**config.mk**
```make
export PLATFORM = sky130hd
export DESIGN_NAME = dllp_acknak_rx
export DESIGN_NICKNAME = d
export VERILOG_FILES = /design/src/rtl/dllp_acknak_rx.sv
export SDC_FILE = /design/constraint.sdc
export NUM_CORES = 1
export LEC_CHECK = 0
export ABC_AREA = 1
export CORE_MARGIN = 2
export CORE_UTILIZATION = 65
export CTS_BUF_LIST = sky130_fd_sc_hd__clkbuf_8
export DETAILED_ROUTE_END_ITERATION = 8
export PLACE_DENSITY = 0.87
export SYNTH_ARGS = -nofsm -noshare
export SYNTH_HDL_FRONTEND = slang
export SYNTH_SLANG_ARGS = --single-unit
export TNS_END_PERCENT = 5
```
**constraint.sdc**
```tcl
create_clock -name clk -period 6.4 [get_ports clk]
set_input_delay 0.64 -clock clk [delete_from_list [all_inputs] [get_ports clk]]
set_output_delay 0.64 -clock clk [all_outputs]
set_load 0.02 [all_outputs]
```
**src/rtl/dllp_acknak_rx.sv**
```systemverilog
// dllp_acknak_rx: assembles 3-word Ack/Nak DLLPs, checks CRC-16, filters
// stale/duplicate sequence numbers and hands results to the replay buffer,
// holding one result pending while the replay buffer is busy.
// Optional statistics counters are enabled by defining DLLP_ACKNAK_STATS_EN.
module dllp_acknak_rx #(
  parameter logic [7:0] ACK_TYPE = 8'h00,
  parameter logic [7:0] NAK_TYPE = 8'h10
) (
  input  logic        clk,
  input  logic        reset_n,
  input  logic        dllp_valid,
  input  logic        dllp_sof,
  input  logic [15:0] dllp_data,
  input  logic [11:0] next_tx_seq,
  input  logic        busy_n,
  output logic [1:0]  ack_nack,
  output logic [11:0] seq,
  output logic        crc_err
`ifdef DLLP_ACKNAK_STATS_EN
  ,
  output logic [15:0] stat_crc_err,
  output logic [15:0] stat_drop,
  output logic [15:0] stat_ovwr
`endif
);

  typedef enum logic [1:0] {S_IDLE, S_W1, S_W2} state_t;

  state_t      r_state, w_state_next;
  logic [7:0]  r_type;
  logic [11:0] r_seq_rx;
  logic [15:0] r_crc;
  logic [11:0] r_acked;
  logic        r_pend;
  logic        r_pend_nak;
  logic [11:0] r_pend_seq;
  logic [1:0]  r_an;
  logic [11:0] r_seq;
  logic        r_crc_err;

  // One 16-bit MSB-first step of the CRC, polynomial 0x100B.
  function automatic logic [15:0] f_crc_step(input logic [15:0] c, input logic [15:0] d);
    logic [15:0] v;
    v = c;
    for (int i = 15; i >= 0; i--) begin
      if (v[15] ^ d[i]) v = {v[14:0], 1'b0} ^ 16'h100B;
      else              v = {v[14:0], 1'b0};
    end
    return v;
  endfunction

  logic [15:0] w_crc_step;
  logic        w_w2;
  logic        w_crc_ok;
  logic        w_is_ack;
  logic        w_is_nak;
  logic [11:0] w_d_ack;
  logic [11:0] w_d_out;
  logic        w_accept;
  logic        w_new;
  logic        w_ovwr;

  // A new frame restarts the CRC from all-ones; otherwise continue the running value.
  assign w_crc_step = f_crc_step(dllp_sof ? 16'hFFFF : r_crc, dllp_data);
  assign w_w2       = dllp_valid & ~dllp_sof & (r_state == S_W2);
  assign w_crc_ok   = (dllp_data == ~r_crc);
  assign w_is_ack   = (r_type == ACK_TYPE);
  assign w_is_nak   = (r_type == NAK_TYPE);
  // Modular distance of the received seq and of the newest outstanding seq from the last acked one.
  assign w_d_ack    = r_seq_rx - r_acked;
  assign w_d_out    = next_tx_seq - 12'd1 - r_acked;
  assign w_accept   = (w_d_ack <= w_d_out) & (w_is_nak | (w_d_ack != 12'd0));
  assign w_new      = w_w2 & w_crc_ok & (w_is_ack | w_is_nak) & w_accept;
  assign w_ovwr     = w_new & ~busy_n & r_pend;

  // Frame-word state register.
  always_ff @(posedge clk) begin
    if (!reset_n) r_state <= S_IDLE;
    else          r_state <= w_state_next;
  end

  // Next-state: sof always restarts at W1; gaps hold; stray words in IDLE are ignored.
  always_comb begin
    w_state_next = r_state;
    if (dllp_valid && dllp_sof) begin
      w_state_next = S_W1;
    end else if (dllp_valid) begin
      case (r_state)
        S_W1:    w_state_next = S_W2;
        S_W2:    w_state_next = S_IDLE;
        default: w_state_next = S_IDLE;
      endcase
    end
  end

  // Frame capture, CRC accumulation, sequence tracking and result issue/pending.
  always_ff @(posedge clk) begin
    if (!reset_n) begin
      r_type     <= 8'h00;
      r_seq_rx   <= 12'h000;
      r_crc      <= 16'hFFFF;
      r_acked    <= 12'hFFF;
      r_pend     <= 1'b0;
      r_pend_nak <= 1'b0;
      r_pend_seq <= 12'h000;
      r_an       <= 2'b00;
      r_seq      <= 12'h000;
      r_crc_err  <= 1'b0;
    end else begin
      r_an      <= 2'b00;
      r_crc_err <= 1'b0;
      if (dllp_valid && dllp_sof) begin
        r_type <= dllp_data[15:8];
        r_crc  <= w_crc_step;
      end else if (dllp_valid && r_state == S_W1) begin
        r_seq_rx <= dllp_data[11:0];
        r_crc    <= w_crc_step;
      end
      if (w_w2 && !w_crc_ok) r_crc_err <= 1'b1;
      if (w_new) begin
        r_acked <= r_seq_rx;
        if (busy_n) begin
          // New result takes the output even if a pending one drains this cycle.
          r_an   <= w_is_nak ? 2'b10 : 2'b01;
          r_seq  <= r_seq_rx;
          r_pend <= 1'b0;
        end else begin
          r_pend     <= 1'b1;
          r_pend_seq <= r_seq_rx;
          // A pending Nak is sticky against later Acks.
          r_pend_nak <= w_is_nak | (r_pend & r_pend_nak);
        end
      end else if (r_pend && busy_n) begin
        r_an   <= r_pend_nak ? 2'b10 : 2'b01;
        r_seq  <= r_pend_seq;
        r_pend <= 1'b0;
      end
    end
  end

  assign ack_nack = r_an;
  assign seq      = r_seq;
  assign crc_err  = r_crc_err;

`ifdef DLLP_ACKNAK_STATS_EN
  logic [15:0] r_stat_crc;
  logic [15:0] r_stat_drop;
  logic [15:0] r_stat_ovwr;
  logic        w_drop;

  assign w_drop = w_w2 & w_crc_ok & ~w_new;

  // Saturating event counters.
  always_ff @(posedge clk) begin
    if (!reset_n) begin
      r_stat_crc  <= 16'h0000;
      r_stat_drop <= 16'h0000;
      r_stat_ovwr <= 16'h0000;
    end else begin
      if (w_w2 && !w_crc_ok && r_stat_crc  != 16'hFFFF) r_stat_crc  <= r_stat_crc + 16'd1;
      if (w_drop            && r_stat_drop != 16'hFFFF) r_stat_drop <= r_stat_drop + 16'd1;
      if (w_ovwr            && r_stat_ovwr != 16'hFFFF) r_stat_ovwr <= r_stat_ovwr + 16'd1;
    end
  end

  assign stat_crc_err = r_stat_crc;
  assign stat_drop    = r_stat_drop;
  assign stat_ovwr    = r_stat_ovwr;
`else
  logic w_unused_ovwr;
  assign w_unused_ovwr = w_ovwr;
`endif

endmodule

```
==> Yosys cells after proc, flatten, opt, wreduce, memory -nomap -nowiden <==
Cells that the tools add are included.
{ "classes": {"addsub": 3, "n_lt_le_gt_ge": 1, "eq_ne": 5, "muxes": 34, "bitwise": 47, "reduce_logical": 14} }
{ "ops": {"columns": ["cell", "count"], "rows": [
  ["two-way mux 13 bit", 16],
  ["inverter 4 bit", 16],
  ["two-way mux 16 bit", 3],
  ["two-way mux 12 bit", 3],
  ["subtractor 12 bit", 2],
  ["equality test 16 bit", 1],
  ["inverter 16 bit", 1],
  ["XOR 1 bit", 16],
  ["less-or-equal comparator 12 bit", 1],
  ["two-way mux 2 bit", 6],
  ["nonzero test 12 bit", 1],
  ["subtractor 12 x 1 -> 12 bit (second input constant)", 1],
  ["equality test 8 x 5 -> 1 bit (second input constant)", 1],
  ["logical NOT 8 bit", 1],
  ["bitwise AND 1 bit", 7],
  ["two-way mux 1 bit", 6],
  ["AND reduction 2 bit", 3],
  ["nonzero test 2 bit", 3],
  ["logical AND 1 bit", 4],
  ["inverter 1 bit", 4],
  ["OR 1 bit", 3],
  ["equality test 2 x 1 -> 1 bit (second input constant)", 1],
  ["equality test 2 bit (second input constant)", 1],
  ["!= test 2 bit (second input constant)", 1],
  ["2 further kinds", 2]
]} }
{ "totals": {"register_bits": 79, "inputBits": 33} }

==> Longest topological paths before layout <==
{ "logic_depth": {"depth_word": 35, "ltp_mapped": 27} }

==> Least setup slack after synthesis <==
Ideal clock, no wire load.
{ "synth_timing": {"kind": "input to register", "start": "in next_tx_seq[0]", "end": "reg r_pend_seq[2]", "setup_time_ns": 0.128, "t_arrival_ns": 3.656, "setup_slack_ns": 2.616, "path_stages": 25, "n_path_buf": 1, "cell_sequence": "ha_1 fa_1 nand3_1 nand2_1 nand2_1 nand2_1 a21oi_1 o21ai_0 a21oi_1 nor2_1 nor2_1 xor2_1 ha_1 nand2_1 nor2_1 nand4_1 a21oi_1 nor2_1 nor2_1 nor2_4 nand2_8 nor2_8 buf_6 o21ai_0 nor2_1"} }
{ "synth_between": {"elab_chain_cells": 6} }
{ "synth_lines": {"columns": ["element", "line_no", "text"], "rows": [
  ["from (decl)", "14", "input logic [11:0] next_tx_seq,"],
  ["subtractor 12 x 1 -> 12 bit", "71", "assign w_d_out = next_tx_seq - 12'd1 - r_acked;"],
  ["subtractor 12 bit", "71", null],
  ["less-or-equal comparator 12 bit", "72", "assign w_accept = (w_d_ack <= w_d_out) & (w_is_nak | (w_d_ack != 12'd0));"],
  ["bitwise AND 1 bit", "72", null],
  ["bitwise AND 1 bit", "73", "assign w_new = w_w2 & w_crc_ok & (w_is_ack | w_is_nak) & w_accept;"],
  ["AND reduction 2 bit (no line)", null, null],
  ["to (signal assigned)", "129", "r_pend_seq <= r_seq_rx;"],
  ["to (decl)", "36", "logic [11:0] r_pend_seq;"]
]} }
Every way passes these cells.
A chain may end at the register's enable or synchronous reset.

==> Worst setup path after layout <==
{ "layout_timing": {"start": "in next_tx_seq[0]", "end": "reg r_pend_seq[11]"} }
Same word-level chain as after synthesis.

==> metrics.yaml <==
run_status:
  status: "finished, final reports clean"
sta:
  finalHoldViolCount: 0
  fmaxAchievable_ghz: 0.222
  finalCriticalPeriod_ns: 4.50
  tightest_slew_ns: 1.06
  finalSetupViolCount: 0
  finClkSkew_ns: 0.0195
  period_share_pct: 70.3
  drv_slew: 0
  tns_ns: 0
  fin_ws_ns: 1.90
  rsz0062_at_grt: "false"
  slew_headroom_pct: 29.0
cts:
  path_clk_slew_ns: 0.09
  cts_tree: "done"
  cts.sinks: 79
  cts_setup_buffers: 0
  htree_levels: 3
  cts_made_buffers: 9
  cts_max_path_buffers: 2
  cts-root-buf: "clkbuf_8"
  clk_latency_ns: 0.36
  cts_resized: 0
  postCtsHoldBufs: 0
routing:
  drc_errors: 0
  routed_wirelength_mm: 15.8
  dr.pass1.iters: 7
  routed_via_density: 5.61
  drt_iter0_markers: 340
  antenna_violating_nets_post_route: 0
  avgRoutedWirePerCell_um: 14.9
  vias: 5962
setup_path:
  critical_path.startpoint: "next_tx_seq[0]"
  r2r-start: "r_acked[0]"
  crit_fanout: 25
  endpoint_kind: "flop"
  worstPathRequired_ns: 6.63
  start_kind: "input pin"
  reg2reg_depth: 26
  crit_end: "r_pend_seq[11]"
  crit_arrival_ns: 4.74
  path_class: "in -> reg"
  r2r-end: "r_pend_seq[11]"
  r2r_setup_slack_ns: 2.18
synth:
  synth_top_area_share_pct: 27.1
  synth_fp_nets: 987
  ys_async_sr_fraction_pct: 0
  ys_seq_area_share_pct: 27.1
  synth_area_sq_mm: 0.00584
  syn-instance-count: 918
  synth.avg_cell_area_sq_um: 6.37
  synth_area_leader_cell: "dfxtp_1"
  ys_warn_count: 0
  synth_enable_flop_cells: 0
  ys_seq_elements: 79
  synthTopCellsByArea: "dfxtp_1 (27%), nand2_1 (16%), inv_1 (8.6%)"
  ys_types: 42
  synth_top_flop_cell: "dfxtp_1"
global_route:
  grt_pass1_vias: 5703
  grt_max_degree: 63
  antenna_found_initial: 0
  grt_pass1_wl_mm: 26.1
  overflow: 0
  grt_usage_pct: 33.3
worst_hold_path:
  min_from: "r_type[4]"
  hold_path.class: "reg -> reg"
final_layout:
  n_antenna_cell: 0
  drive_gt1_share_pct: 5.45
  nets: 1019
  area_growth_pct: 10.9
  fin_area_sq_mm: 0.00648
power:
  powerDensity_mw_per_mm2: 188
  p_leak_nw: 3.40
  peakVddDrop_mv: 0.120
die:
  die_h_um: 98.8
  die_x_um: 98.8
  coreArea_sq_mm: 0.00872
  start_util_pct: 67.0
  rows: 34
  fp.dieArea_sq_mm: 0.00976
  io_pins: 48
placement:
  portBuffers: 47
  post_dp_cell_area_sq_mm: 0.00629
  dp_slack_ns: 1.62
  globalplace.congestion: 0.975
  dpl.hpwl_mm: 12.3
job:
  maxCapViolCount: 0
## worst min path at each step
stage                           end  depth (start not counted)
after floorplan           r_type[4]                          2
after global placement    r_type[4]                          2
after detailed placement  r_type[4]                          2
after CTS                 r_type[4]                          2
after global routing      r_type[4]                          2
final                     r_type[4]                          2
## cells in the mapped netlist, types with 7 or more instances
master,instances
nand4_1,12
nand3_1,83
o21ai_0,40
inv_2,7
o211ai_1,13
dfxtp_1,79
xnor2_1,19
o21ai_1,9
nand2_1,244
nand2_2,8
clkbuf_1,13
inv_1,134
nor2_1,92
a21oi_1,50
xor2_1,23
ha_1,34
## power by group
part / switching, mW / total (mW) / internal [mW] / leakage, nW
clock: 0.216 / 0.366 / 0.150 / 0.0938
combinational: 0.204 / 0.322 / 0.117 / 2.67
sequential: 0.0205 / 0.533 / 0.512 / 0.643
## final cells by class
| cell class | count | area, sq um |
|---|---|---|
| clock buffer | 9 | 124 |
| clock inverter | 7 | 65.1 |
| fill | 758 | 2240 |
| inverter | 143 | 537 |
| multi-input combinational | 670 | 3570 |
| sequential | 79 | 1580 |
| tap | 108 | 135 |
| timing repair buffer | 47 | 465 |
## registers in the layout, indices dropped and copies added, names as in the netlist, 2 cells and up
| name | count |
|---|---|
| ack_nack | 2 |
| r_acked | 12 |
| r_crc | 16 |
| r_pend_seq | 12 |
| r_seq_rx | 12 |
| r_state | 2 |
| r_type | 8 |
| seq | 12 |
## critical path, stage by stage
cell and delay, ns:
clkdlybuf4s50_1 0.42, ha_1 0.24, fa_1 0.42, nand3_1 0.14, nand2_1 0.07, nand2_1 0.09, nand2_1 0.06, a21oi_1 0.18
o21ai_0 0.16, a21oi_1 0.15, nor2_1 0.06, nor2_1 0.11, xor2_1 0.18, ha_1 0.25, nand2_1 0.08, nor2_1 0.06
nand4_1 0.09, a21oi_1 0.06, nor2_1 0.11, nor2_1 0.09, nor2_4 0.35, nand2_8 0.18, nor2_8 0.29, nand2_1 0.10
o21ai_1 0.11, nor2_1 0.06
## cells in the final DEF, fill, tap and decap left out, types with 3 or more instances in the layout
master           instances
a21oi_1                 50
nor2_2                   4
nand2_1                244
nand3b_1                 6
nor3_1                   6
dfxtp_1                 79
o21ai_0                 40
xnor2_1                 19
nand2_2                  8
nand4_1                 12
clkbuf_8                 9
clkdlybuf4s50_1         46
ha_1                    34
a21oi_2                  3
xor2_1                  23
o211ai_1                13
inv_1                  134
nand3_1                 83
nor2_1                  92
o21ai_1                  9
inv_2                    7
clkinv_4                 3
## through the flow
stage | cells | hold WS, ns | power [mW] | utilization [%]
after floorplan | 918 | 0.430 | 0.773 | -
after global placement | 1047 | 0.461 | 0.849 | 72.1
after detailed placement | 1047 | 0.462 | 0.858 | 72.1
after CTS | 1063 | 0.476 | 1.22 | 74.3
after global routing | 1063 | 0.499 | 1.28 | 74.3
final | 1063 | 0.476 | 1.22 | 74.3
## metal layers
| metal | vias up | routed length, um | track usage (%) |
|---|---|---|---|
| met5 | - | 0 | 0 |
| met4 | 0 | 739 | 18.2 |
| met3 | 59 | 1120 | 6.67 |
| met2 | 243 | 7690 | 57.7 |
| met1 | 2679 | 6260 | 38.3 |
| li1 | 2981 | - | - |
## cells by family after synthesis
kind of cell | count (synthesis) | share of synthesized area [%]
simple gates | 472 | 35.6
buf+inv | 169 | 11.8
compound gates | 120 | 11.3
flops | 79 | 27.1
xor+xnor | 42 | 6.30
fa+ha+maj | 36 | 7.97
Power figures use the tool's default switching activity.
